## src/rtl/branch_predictor_bht_if.sv

```systemverilog
// Lookup/update bundle between the IF/EX pipeline (master) and the branch history table (slave).
interface branch_predictor_bht_if #(
    parameter int IDX_W = 3,
    parameter int CNT_W = 16
);
    logic [IDX_W-1:0] ADDR;
    logic             PREDICTION;
    logic [IDX_W-1:0] PRED_IDX;
    logic             UPDATE_VALID;
    logic [IDX_W-1:0] UPDATE_IDX;
    logic             UPDATE_TAKEN;
    logic             UPDATE_PRED;
    logic [CNT_W-1:0] BRANCHES;
    logic [CNT_W-1:0] MISSES;

    modport master (
        output ADDR, UPDATE_VALID, UPDATE_IDX, UPDATE_TAKEN, UPDATE_PRED,
        input  PREDICTION, PRED_IDX, BRANCHES, MISSES
    );

    modport slave (
        input  ADDR, UPDATE_VALID, UPDATE_IDX, UPDATE_TAKEN, UPDATE_PRED,
        output PREDICTION, PRED_IDX, BRANCHES, MISSES
    );
endinterface

```

## src/rtl/branch_predictor_bht.sv

```systemverilog
// Branch history table of saturating counters with combinational lookup and registered training.
// Optional gshare indexing (global history xor address) is enabled with macro GSHARE_EN.
module branch_predictor_bht #(
    parameter int IDX_W = 3,
    parameter int CTR_W = 2,
    parameter int CNT_W = 16
) (
    input  logic                 CLOCK,
    input  logic                 RESET,
    branch_predictor_bht_if.slave bus
);
    localparam int DEPTH = 2 ** IDX_W;
    localparam logic [CTR_W-1:0] CTR_INIT = CTR_W'((2 ** (CTR_W - 1)) - 1);

    function automatic logic [CTR_W-1:0] sat_inc_ctr(input logic [CTR_W-1:0] c);
        return (c == {CTR_W{1'b1}}) ? c : c + 1'b1;
    endfunction

    function automatic logic [CTR_W-1:0] sat_dec_ctr(input logic [CTR_W-1:0] c);
        return (c == '0) ? c : c - 1'b1;
    endfunction

    function automatic logic [CNT_W-1:0] sat_inc_cnt(input logic [CNT_W-1:0] c);
        return (c == {CNT_W{1'b1}}) ? c : c + 1'b1;
    endfunction

    logic [CTR_W-1:0] bht_q [DEPTH];
    logic [CTR_W-1:0] ctr_d;
    logic [CNT_W-1:0] branches_q, branches_d;
    logic [CNT_W-1:0] misses_q, misses_d;
    logic [IDX_W-1:0] pred_idx;

`ifdef GSHARE_EN
    logic [IDX_W-1:0] ghr_q, ghr_d;

    assign ghr_d    = {ghr_q[IDX_W-2:0], bus.UPDATE_TAKEN};
    assign pred_idx = bus.ADDR ^ ghr_q;

    // History shifts only on resolved branches; lookups never speculate into it.
    always_ff @(posedge CLOCK or posedge RESET) begin
        if (RESET) begin
            ghr_q <= '0;
        end else if (bus.UPDATE_VALID) begin
            ghr_q <= ghr_d;
        end
    end
`else
    assign pred_idx = bus.ADDR;
`endif

    // Lookup reads the registered table, so a same-cycle update is not bypassed.
    assign bus.PRED_IDX   = pred_idx;
    assign bus.PREDICTION = bht_q[pred_idx][CTR_W-1];
    assign bus.BRANCHES   = branches_q;
    assign bus.MISSES     = misses_q;

    always_comb begin
        ctr_d      = bus.UPDATE_TAKEN ? sat_inc_ctr(bht_q[bus.UPDATE_IDX])
                                      : sat_dec_ctr(bht_q[bus.UPDATE_IDX]);
        branches_d = sat_inc_cnt(branches_q);
        misses_d   = (bus.UPDATE_TAKEN != bus.UPDATE_PRED) ? sat_inc_cnt(misses_q) : misses_q;
    end

    always_ff @(posedge CLOCK or posedge RESET) begin
        if (RESET) begin
            for (int i = 0; i < DEPTH; i++) begin
                bht_q[i] <= CTR_INIT;
            end
            branches_q <= '0;
            misses_q   <= '0;
        end else if (bus.UPDATE_VALID) begin
            bht_q[bus.UPDATE_IDX] <= ctr_d;
            branches_q            <= branches_d;
            misses_q              <= misses_d;
        end
    end
endmodule

```

## src/flat_wrapper.sv

```systemverilog
// flat-port wrapper written by rule: the top's interface ports become plain ports
module branch_predictor_bht_flat 
#(
    parameter int IDX_W = 3,
    parameter int CTR_W = 2,
    parameter int CNT_W = 16
)
  (CLOCK, RESET, bus_ADDR, bus_UPDATE_VALID, bus_UPDATE_IDX, bus_UPDATE_TAKEN, bus_UPDATE_PRED, bus_PREDICTION, bus_PRED_IDX, bus_BRANCHES, bus_MISSES);
  branch_predictor_bht_if #(.IDX_W(IDX_W), .CNT_W(CNT_W)) bus_i ();
  input  logic CLOCK;
  input  logic RESET;
  input wire logic [$bits(bus_i.ADDR)-1:0] bus_ADDR;
  input wire logic [$bits(bus_i.UPDATE_VALID)-1:0] bus_UPDATE_VALID;
  input wire logic [$bits(bus_i.UPDATE_IDX)-1:0] bus_UPDATE_IDX;
  input wire logic [$bits(bus_i.UPDATE_TAKEN)-1:0] bus_UPDATE_TAKEN;
  input wire logic [$bits(bus_i.UPDATE_PRED)-1:0] bus_UPDATE_PRED;
  output wire logic [$bits(bus_i.PREDICTION)-1:0] bus_PREDICTION;
  output wire logic [$bits(bus_i.PRED_IDX)-1:0] bus_PRED_IDX;
  output wire logic [$bits(bus_i.BRANCHES)-1:0] bus_BRANCHES;
  output wire logic [$bits(bus_i.MISSES)-1:0] bus_MISSES;
  assign bus_i.ADDR = bus_ADDR;
  assign bus_i.UPDATE_VALID = bus_UPDATE_VALID;
  assign bus_i.UPDATE_IDX = bus_UPDATE_IDX;
  assign bus_i.UPDATE_TAKEN = bus_UPDATE_TAKEN;
  assign bus_i.UPDATE_PRED = bus_UPDATE_PRED;
  assign bus_PREDICTION = bus_i.PREDICTION;
  assign bus_PRED_IDX = bus_i.PRED_IDX;
  assign bus_BRANCHES = bus_i.BRANCHES;
  assign bus_MISSES = bus_i.MISSES;
  branch_predictor_bht #(.IDX_W(IDX_W), .CTR_W(CTR_W), .CNT_W(CNT_W)) u_core (.CLOCK(CLOCK), .RESET(RESET), .bus(bus_i));
endmodule
```

## config.mk

```make
export PLATFORM = sky130hd
export DESIGN_NAME = branch_predictor_bht_flat
export DESIGN_NICKNAME = d
export VERILOG_FILES = /design/src/rtl/branch_predictor_bht_if.sv /design/src/rtl/branch_predictor_bht.sv /design/src/flat_wrapper.sv
export SDC_FILE = /design/constraint.sdc
export NUM_CORES = 1
export LEC_CHECK = 0
export BUFFER_PORTS_ARGS = -buffer_cell sky130_fd_sc_hd__buf_2
export CORE_UTILIZATION = 50
export DETAILED_ROUTE_END_ITERATION = 6
export GPL_TIMING_DRIVEN = 0
export HOLD_SLACK_MARGIN = 0.12
export PLACE_DENSITY = 0.82
export SLEW_MARGIN = 25
export SYNTH_ARGS = -nofsm -noshare
export SYNTH_HDL_FRONTEND = slang
export SYNTH_SLANG_ARGS = --single-unit
```

## constraint.sdc

```tcl
create_clock -name CLOCK -period 1.8 [get_ports CLOCK]
set_input_delay 0.09 -clock CLOCK [delete_from_list [all_inputs] [get_ports CLOCK]]
set_output_delay 0.09 -clock CLOCK [all_outputs]
set_load 0.02 [all_outputs]
```

* Word level (Yosys, flattened, before mapping)
Index checks and enable logic that the tools add are counted.
** Word-level totals
- Memories :: 0
- Bits of input ports :: 11
- Latch bits :: 0
- Memory bits (read-only) :: 0
- Output and inout port bits :: 36
- Bits in writable memories :: 0
- Register bits :: 48
- Word-level logic and storage cells :: 41
** Cells by class
- $add $sub $neg :: 4
- Divide/modulo/power cells :: 0
- $lt $le $gt $ge :: 3
- Shift operators :: 0
- Bitwise logic cells :: 4
- Mux-type cells :: 12
- Multiply operators :: 0
- Eq/ne operators :: 4
- Reduce and logical (&&, ||, !) cells :: 4
** Operators by type and width (number)
- 16-bit by 1-bit adder with 16-bit output (second input constant) :: 2
- 16-bit == test (second input constant) :: 2
- 16-bit bitwise mux :: 1
- 2-bit two-way mux :: 8
- 2-bit binary-select mux with 3-bit select :: 2
- 4-bit greater-or-equal comparator (second input constant) :: 2
- 3-bit NOT with 4-bit output :: 2
- 2-bit demux with 3-bit select :: 1
- 4-bit by 1-bit < comparator with 1-bit output (second input constant) :: 1
- 3-bit AND reduction :: 1
- 2-bit by 1-bit adder with 2-bit output (second input constant) :: 1
- 2-bit == test (second input constant) :: 1
- 2-bit logical NOT :: 1
- 1-bit NOT :: 2
- 2-bit AND reduction :: 1
- 2-bit by 1-bit subtractor with 2-bit output (second input constant) :: 1
- 1-bit logical AND :: 1
- 1-bit != test :: 1

* Depth between registers and ports, before layout
Gate-level depths: netlist (run 1).
- Depth after elaboration :: 8
- Gate-level depth with buffers :: 5
- Mapped depth without buffers :: 5

* Worst setup path after synthesis (run 1)
OpenSTA, ideal clock, no wires.
- Path type :: reg-to-reg
- Start point :: reg u_core.branches_q[0] (netlist: u_core.bus.BRANCHES[0])
- End point :: reg u_core.branches_q[1] (netlist: u_core.bus.BRANCHES[1])
- Clock period less this slack :: 1.802 ns
- Cell stages (with the launch flop) :: 5
- Path buffers :: 0
- Data required time :: 1.672 ns
- Slack :: -0.002 ns
- Data arrival time :: 1.674 ns
- Cell sequence :: dfrtp_1 -> ha_1 -> nand4_1 -> o41ai_4 -> mux2_1
** On the way
- Word-level cells in the longest chain between the ends :: 3
- Elaborated cells on any way between the ends :: 4
- Classes of those cells :: 1 x add/sub; 1 x eq/ne; 1 x bitwise; 1 x reduce/logical
** Ends and longest elaborated chain
- start, declared :: line branch_predictor_bht.sv:29 : logic [CNT_W-1:0] branches_q, branches_d;
- start signal, assigned :: line branch_predictor_bht.sv:73 : branches_q <= branches_d;
- branches (longest 3 deep; another with 16-bit by 1-bit adder with 16-bit output)
Parallel ways; which one is timed is not known.
A chain may end at the register's enable or synchronous reset.

* Worst setup path after layout (run 1)
Ends and elaborated chain as after synthesis.

==> results of run 1 <==
## worst max-delay path by stage
stage                                       from                endpoint  depth (start not counted)
final                     u_core.bus.BRANCHES[0]  u_core.bus.BRANCHES[1]                          6
after global placement                     RESET  u_core.bus.BRANCHES[1]                          2
after detailed placement  u_core.bus.BRANCHES[0]  u_core.bus.BRANCHES[1]                          4
after global routing        u_core.bus.MISSES[0]    u_core.bus.MISSES[5]                          6
after floorplan           u_core.bus.BRANCHES[0]  u_core.bus.BRANCHES[1]                          4
after CTS                 u_core.bus.BRANCHES[9]  u_core.bus.BRANCHES[1]                          3
## sequential cells by signal, indices dropped and copies added, names as in the netlist
signal	flops
u_core.bus.MISSES	16
u_core.bus.BRANCHES	16
u_core.bht_q	16
## cells by family after synthesis
family | after synthesis | share of synthesized area
buf+inv | 15 | 0.03135
mux | 12 | 0.08089
xor+xnor | 30 | 0.1062
flops | 48 | 0.4894
compound gates | 27 | 0.08393
simple gates | 91 | 0.1886
fa+ha+maj | 4 | 0.01971
## routing by layer
layer  share of wire  GRT usage  wire length [um]
met5               0          0                 0
met4           0.014    0.08497                65
met3           0.037    0.03889               176
met2            0.49     0.3219              2337
met1            0.46     0.2599              2234
## synthesized netlist by cell type
| library cell | n |
|---|---|
| nand3_1 | 15 |
| and3_1 | 5 |
| ha_1 | 2 |
| xor2_1 | 23 |
| buf_6 | 1 |
| buf_2 | 2 |
| nor4_1 | 3 |
| mux2_2 | 2 |
| clkbuf_1 | 2 |
| nor2_1 | 7 |
| a21oi_1 | 2 |
| nor3b_1 | 2 |
| xnor2_1 | 7 |
| inv_1 | 7 |
| mux2_1 | 2 |
| nand2b_1 | 1 |
| nand4_1 | 10 |
| buf_4 | 3 |
| or4b_1 | 1 |
| maj3_4 | 1 |
| and4_1 | 2 |
| o21ai_2 | 8 |
| a211oi_1 | 6 |
| or2_1 | 1 |
| maj3_1 | 1 |
| nor3_1 | 9 |
| mux4_2 | 6 |
| and2_1 | 3 |
| o21a_1 | 1 |
| nand2_1 | 28 |
| o21ai_1 | 8 |
| dfstp_2 | 8 |
| nor3_2 | 1 |
| mux2i_1 | 2 |
| o41ai_4 | 1 |
| o31ai_1 | 1 |
| nor2b_1 | 3 |
| dfrtp_1 | 40 |
## critical path: stages (launching register included)
cell	delay [ns]
dfrtp_2	0.40
ha_4	0.14
nand4_1	0.09
buf_4	0.17
o41ai_4	0.33
buf_4	0.20
mux2_1	0.32
## cell type report
cell class                 count  area, um2
fill                         398       1714
multi-input combinational    164       1237
sequential                    48       1215
timing repair buffer          52      300.3
clock buffer                   7      96.34
tap                           67      83.83
buffer                         8      51.30
clock inverter                 1      30.03
inverter                       7      26.28
## power by group
| group | internal (mW) | switching (mW) | leakage (nW) | total, mW |
|---|---|---|---|---|
| Clock | 0.490 | 0.349 | 0.0645 | 0.839 |
| Combinational | 0.561 | 0.665 | 0.814 | 1.23 |
| Sequential | 1.42 | 0.289 | 0.602 | 1.71 |
| Total | 2.47 | 1.30 | 1.48 | 3.77 |
## timing repair
item	4_1_cts	5_1_grt
pin swaps	1	6
hold endpoints to repair	19	0
setup endpoints to repair	7	23
hold buffers	1	0
gates resized for setup	2	9
setup buffers	0	8
## stage by stage
stage | std cells | hold slack (ns) | util | total power, mW
floorplan | 227 | 0.2926 | - | 2.519
global placement | 336 | 0.4522 | 0.5855 | 2.817
detailed placement | 337 | 0.1190 | 0.5897 | 2.873
CTS | 346 | 0.1357 | 0.6200 | 3.721
global route | 354 | 0.1692 | 0.6395 | 4.022
finish | 354 | 0.1415 | 0.6395 | 3.773
==> impl_metrics.yaml, run 1 <==
sta:
  fin_worst_skew_ns: 0.008236
  relSlewSlack: 0.6801
  worst_slack_ns: 0.03319
  finalSetupTns_ns: 0
  slew_violations: 0
  rsz0062_at_grt: "true"
  finalCritPeriodShare: 0.9816
  setup_viol: 0
  layout_min_cycle_time_ns: 1.767
  hold_viol: 0
  worst_pin_slew_ns: 0.4762
  fmax_ghz: 0.5660
global_route:
  track_usage: 0.1981
  antenna_found_initial: 0
  grt_pass1_vias: 1799
  grt_max_degree: 30
  grt_first_pass_wirelength_um: 7962
  grt.overflow.total: 0
yosys:
  syn_avg_cell_area_um2: 10.90
  syn_area_um2: 2475
  ys_types: 38
  synth-seq-cells: 48
  yosysTopAreaCell: "dfrtp_1"
  synth.area.top_cells: "dfrtp_1, dfstp_2, xor2_1"
  synth_top_area_share: 0.4044
  synth_fp_nets: 240
  yosysWarnings: 0
  ys_seq_area_frac: 0.4894
  netlist_instances: 227
route:
  dr_total_vias: 1851
  routed_wl_um: 4814
  routedWlPerCell_um: 13.60
  viasPerCell: 5.229
  ant_nets: 0
  drc: 0
  drt_iter0_drc: 106
  first_pass_iters: 4
placement:
  preCtsSetupSlack_ns: -0.05391
  dp.final_hpwl_um: 3383
  place_area_um2: 2804
  gp_congestion: 0.8253
  io_buffer_count: 42
cts:
  htreeDepth: 2
  clockBufferDepth: 2
  cts_sinks: 48
  path_clk_slew_ns: 0.09
  root_buffer: "clkbuf_8"
  cts_tree: "yes"
  insertion_delay_ns: 0.30
  numCtsBuffers: 5
job:
  max-cap-violations: 0
power_and_ir_drop:
  ir_worst_vdd_mv: 0.7348
  powerDensity_nw_per_um2: 1241
  leakage_nw: 1.481
floorplanning:
  core_area_um2: 4755
  io_pins: 47
  start_util: 0.5205
  rows: 25
  die_h_um: 72.36
  die-width_um: 72.36
  dieArea_um2: 5235
final_layout:
  drive_gt1_frac: 0.3659
  final_common_cell: "buf_2"
  layout_common_cells: "buf_2, dfrtp_1, nand2_1"
  num-nets-final: 299
  fin_area_um2: 3040
  syn_to_final_growth_pct: 22.85
  diodes: 0
hold_path:
  min_to: "u_core.bht_q[4]"
  hold_start: "bus_UPDATE_IDX[0]"
  hold_class: "in -> reg"
  min_path_cells: 3
status:
  status: "finished, final reports clean"
worst_setup_path:
  r2r_start: "u_core.bus.BRANCHES[0]"
  cp-end-kind: "flop"
  path_class: "reg -> reg"
  path_max_fanout: 7
  rrSetupSlack_ns: 0.03
  crit_arrival_ns: 1.95
  crit_required_ns: 1.99
  ff2ff_path_depth: 6
  r2r-end: "u_core.bus.BRANCHES[1]"
  worstSetupStartpointType: "flop"
Note: power is estimated with default switching activity, not from simulation.
==> run 2: changes to the inputs <==
--- a/config.mk
+++ b/config.mk
@@ -6,11 +6,12 @@
 export NUM_CORES = 1
 export LEC_CHECK = 0
 export BUFFER_PORTS_ARGS = -buffer_cell sky130_fd_sc_hd__buf_2
-export CORE_UTILIZATION = 50
+export CORE_UTILIZATION = 52
+export CTS_BUF_LIST = sky130_fd_sc_hd__clkbuf_2 sky130_fd_sc_hd__clkbuf_4 sky130_fd_sc_hd__clkbuf_8
 export DETAILED_ROUTE_END_ITERATION = 6
 export GPL_TIMING_DRIVEN = 0
 export HOLD_SLACK_MARGIN = 0.12
-export PLACE_DENSITY = 0.82
+export PLACE_DENSITY = 0.85
 export SLEW_MARGIN = 25
 export SYNTH_ARGS = -nofsm -noshare
 export SYNTH_HDL_FRONTEND = slang
==> run 2 against run 1 <==
The flow now finishes with violations (setup timing). Sequential cell count unchanged. Final cell count decreased by 5.1%. Global-route usage increased by 2.2 points. Highest routed layer unchanged.
==> impl_metrics.yaml, run 2 (synthesis results as in run 1) <==
worst_setup_path:
  path_delay_family: "flip-flops"
  worst-path-stages: 5
  crit_required_ns: 1.99
  crit_arrival_ns: 1.99
  ff2ff_path_depth: 5
  path_class: "reg -> reg"
  cp-end-kind: "flop"
  worstSetupStartpointType: "flop"
  path_max_fanout: 7
  cpPeakStageDelay_ns: 0.42
  path_cells: "ha_4, nand4_1, o41ai_4, buf_6, mux2_4"
  worst-path-buf-inv: 1
  slowest_stage: "dfrtp_2"
final_layout:
  num-nets-final: 296
  syn_to_final_growth_pct: 21.84
  diodes: 0
  drive_gt1_frac: 0.3627
  final_cells: 336
  final_common_cell: "buf_2"
  layout_common_cells: "buf_2, dfrtp_1, nand2_1"
power_and_ir_drop:
  fin_total_pwr_mw: 3.805
  ir_worst_vdd_mv: 0.8799
  leakage_nw: 1.473
  powerDensity_nw_per_um2: 1262
sta:
  rsz0062_at_grt: "true"
  finalSetupTns_ns: -0.0009588
  fmax_ghz: 0.5553
  setup_viol: 1
  worst_pin_slew_ns: 0.6217
  layout_min_cycle_time_ns: 1.801
  whs_ns: 0.1204
  hold_viol: 0
  worst_slack_ns: -0.0009588
  fin_worst_skew_ns: 0.002218
  slew_violations: 0
  relSlewSlack: 0.5849
  finalCritPeriodShare: 1.001
floorplanning:
  start_util: 0.5531
  dieArea_um2: 5040
  die_h_um: 70.99
  core_area_um2: 4474
  die-width_um: 70.99
  rows: 24
  io_pins: 47
status:
  status: "complete, but fails checks"
  violations: "setup timing"
route:
  ant_nets: 0
  drc: 0
  viasPerCell: 5.711
  routed_wl_um: 5088
  dr_total_vias: 1919
  drt_iter0_drc: 122
  routedWlPerCell_um: 15.14
  first_pass_iters: 6
cts:
  htreeDepth: 2
  cts_tree: "yes"
  cts_sinks: 48
  clockBufferDepth: 2
  numCtsBuffers: 5
  path_clk_slew_ns: 0.09
  root_buffer: "clkbuf_8"
  insertion_delay_ns: 0.30
global_route:
  track_usage: 0.2203
  grt_max_degree: 29
  grt.overflow.total: 0
  grt_pass1_vias: 1881
  grt_first_pass_wirelength_um: 8638
  antenna_found_initial: 0
placement:
  dp.final_hpwl_um: 3559
  io_buffer_count: 42
  placedCellCount: 322
  preCtsSetupSlack_ns: -0.06366
  gp_congestion: 0.7911
job:
  max-cap-violations: 0
hold_path:
  min_path_cells: 3
  hold_class: "in -> reg"
[run 2: worst paths after layout]
check | from | end | slack, ns
worst max-delay path | u_core.bus.BRANCHES[1] | u_core.bus.BRANCHES[1] | -0.001
worst min-delay path | bus_UPDATE_IDX[0] | u_core.bht_q[8] | 0.12
worst max register to register | u_core.bus.BRANCHES[1] | u_core.bus.BRANCHES[1] | -0.001
worst min register to register | u_core.bht_q[8] | u_core.bht_q[8] | 0.48
max in group asynchronous | RESET | u_core.bus.BRANCHES[8] | 0.87
min in group asynchronous | RESET | u_core.bus.MISSES[10] | 0.40
[run 2: worst min-delay path, stage by stage]
cell and delay (ns):
buf_6 0.12, nand3_1 0.14, o21ai_2 0.08
[run 2: metrics by stage]
stage            util  area, um2
2_1_floorplan       -       2490
3_3_place_gp   0.6180       2765
3_5_place_dp   0.6242       2793
4_1_cts        0.6563       2937
5_1_grt        0.6739       3015
6_report       0.6739       3015
[run 2: final cells by class]
class / instances / area (um2)
Clock inverter: 1 / 30.03
Inverter: 7 / 26.28
Clock buffer: 7 / 96.34
Multi-Input combinational cell: 164 / 1241
Sequential cell: 48 / 1216
Tap cell: 52 / 65.06
Fill cell: 332 / 1459
Buffer: 8 / 51.30
Timing Repair Buffer: 49 / 289.0
[run 2: layer usage]
layer | wire (um) | track usage
met1 | 2247 | 0.2955
met2 | 2532 | 0.3568
met3 | 238 | 0.05271
met4 | 70 | 0.07111
met5 | 0 | 0
[run 2: timing repair]
| item | 4_1_cts | 5_1_grt |
|---|---|---|
| gates resized for setup | 2 | 11 |
| hold buffers | 1 | 0 |
| endpoints found under the hold margin | 19 | 0 |
| pin swaps | 1 | 3 |
| setup endpoints to repair | 3 | 26 |
| setup buffers | 0 | 5 |
| gates cloned | 0 | 0 |
[run 2: where the power goes]
group	leakage [nW]	switching [mW]	internal [mW]
clock	0.0645	0.367	0.490
combinational	0.807	0.666	0.543
sequential	0.601	0.318	1.42
total	1.47	1.35	2.45
==> run 3: changes to the inputs <==
--- a/config.mk
+++ b/config.mk
@@ -6,12 +6,12 @@
 export NUM_CORES = 1
 export LEC_CHECK = 0
 export BUFFER_PORTS_ARGS = -buffer_cell sky130_fd_sc_hd__buf_2
-export CORE_UTILIZATION = 52
+export CORE_UTILIZATION = 57
 export CTS_BUF_LIST = sky130_fd_sc_hd__clkbuf_2 sky130_fd_sc_hd__clkbuf_4 sky130_fd_sc_hd__clkbuf_8
 export DETAILED_ROUTE_END_ITERATION = 6
 export GPL_TIMING_DRIVEN = 0
 export HOLD_SLACK_MARGIN = 0.12
-export PLACE_DENSITY = 0.85
+export PLACE_DENSITY = 0.88
 export SLEW_MARGIN = 25
 export SYNTH_ARGS = -nofsm -noshare
 export SYNTH_HDL_FRONTEND = slang
==> constraint.sdc (replaced) <==
create_clock -name CLOCK -period 1.82 [get_ports CLOCK]
set_input_delay 0.091 -clock CLOCK [delete_from_list [all_inputs] [get_ports CLOCK]]
set_output_delay 0.091 -clock CLOCK [all_outputs]
set_load 0.02 [all_outputs]
==> run 3 against run 2 <==
The run now ends clean. Setup slack better by 0.074 ns. Power is 8.2% lower. Sequential share of layout area rose by 0.39 points. Hold slack improved by 0.030 ns. Clock-buffer cell count is 1 higher. Combinational power down 4%. Fmax increased by 3.1%. Clock skew increased by 0.00088 ns.
==> impl_metrics.yaml, run 3 (synthesis results as in run 1) <==
status:
  status: "finished, final reports clean"
sta:
  fin_worst_skew_ns: 0.003101
  fmax_ghz: 0.5723
  worst_pin_slew_ns: 0.4506
  whs_ns: 0.1501
  finalCritPeriodShare: 0.9601
  setup_viol: 0
  relSlewSlack: 0.6996
  slew_violations: 0
  hold_viol: 0
  finalSetupTns_ns: 0
  layout_min_cycle_time_ns: 1.747
route:
  ant_nets: 0
  first_pass_iters: 4
  drt_iter0_drc: 110
  drc: 0
  routedWlPerCell_um: 14.58
  viasPerCell: 5.599
  dr_total_vias: 1898
  routed_wl_um: 4942
worst_setup_path:
  r2r_start: "u_core.bht_q[0]"
  ff2ff_path_depth: 4
  r2r-end: "u_core.bht_q[12]"
  rrSetupSlack_ns: 0.07
  path_max_fanout: 8
  cp-end-kind: "flop"
  crit_arrival_ns: 1.98
  path_class: "reg -> reg"
  cp-startpoint: "u_core.bht_q[0]"
  crit_required_ns: 2.05
  worstSetupStartpointType: "flop"
  cp-endpoint: "u_core.bht_q[12]"
cts:
  path_clk_slew_ns: 0.08
  cts_sinks: 48
  clockBufferDepth: 2
  insertion_delay_ns: 0.29
  cts_tree: "yes"
  root_buffer: "clkbuf_8"
  numCtsBuffers: 5
  htreeDepth: 2
final_layout:
  syn_to_final_growth_pct: 20.42
  drive_gt1_frac: 0.3529
  fin_util: 0.7293
  diodes: 0
  fin_area_um2: 2980
  final_cells: 339
  layout_common_cells: "buf_2, dfrtp_1, nand2_1"
  num-nets-final: 301
  final_common_cell: "buf_2"
global_route:
  track_usage: 0.2334
  grt_first_pass_wirelength_um: 7969
  grt_pass1_vias: 1715
  grt.busiest_layer: "met2"
  antenna_found_initial: 0
  grt_max_degree: 34
  use_met1: 0.3399
  grt.overflow.total: 0
  grtUsageMet2: 0.3527
  use_met3: 0.04500
floorplanning:
  core_area_um2: 4086
  io_pins: 47
  start_util: 0.6056
  dieArea_um2: 4609
  die-width_um: 67.89
  die_h_um: 67.89
  rows: 23
power_and_ir_drop:
  ir_worst_vdd_mv: 0.7712
  leakage_nw: 1.477
  powerDensity_nw_per_um2: 1172
placement:
  dp.final_hpwl_um: 3416
  place_area_um2: 2768
  gp_congestion: 0.7969
  io_buffer_count: 42
  placedCellCount: 320
hold_path:
  hold_class: "in -> reg"
  min_path_cells: 3
job:
  max-cap-violations: 0
run 3: per-layer routing:
layer	vias to the layer above	part of all wire
met5	-	0
met4	0	0.0085
met3	4	0.040
met2	48	0.49
met1	917	0.46
li1	929	-
run 3: critical path, cell delays in order (launching register included):
cell and delay [ns]:
dfstp_2 0.38, mux4_2 0.48, mux2_2 0.29, maj3_4 0.40, o21ai_2 0.14
run 3: metrics by stage:
stage	worst slack (ns)	power [mW]
2_1_floorplan	0.01824	2.466
3_5_place_dp	-0.1249	2.812
6_report	0.07268	3.492
3_3_place_gp	-0.002048	2.756
4_1_cts	0.01320	3.475
5_1_grt	-0.02687	3.718
run 3: final cells by class:
class | instances | area (um2)
plain buffers | 8 | 51.30
clock buffers | 8 | 91.34
fillers | 292 | 1106
inverters | 7 | 26.28
multi-input cells | 164 | 1216
flip-flops and latches | 48 | 1214
well taps | 50 | 62.56
repair buffers | 54 | 319.1
run 3: report_power, final:
| part | leakage [nW] | switching, mW | internal, mW |
|---|---|---|---|
| combinational | 0.825 | 0.649 | 0.507 |
| clock | 0.0498 | 0.334 | 0.318 |
| sequential | 0.603 | 0.286 | 1.40 |
| total | 1.48 | 1.27 | 2.22 |
run 3: worst min-delay path by stage:
stage / startpoint / to / slack [ns]
2_1_floorplan: bus_ADDR[0] / bus_PRED_IDX[0] / 0.29
3_3_place_gp: bus_UPDATE_IDX[0] / u_core.bht_q[0] / 0.45
3_5_place_dp: RESET / u_core.bus.BRANCHES[4] / 0.08
4_1_cts: bus_UPDATE_IDX[0] / u_core.bht_q[0] / 0.15
5_1_grt: bus_UPDATE_IDX[0] / u_core.bht_q[12] / 0.16
6_report: bus_UPDATE_IDX[0] / u_core.bht_q[0] / 0.15
run 3: timing repair:
action                     CTS  global route
hold buffers                 1             0
resized for setup            2             8
pin swaps                    1             5
setup endpoints to repair    5            17
hold endpoints to repair    40             0
setup buffers                3             7
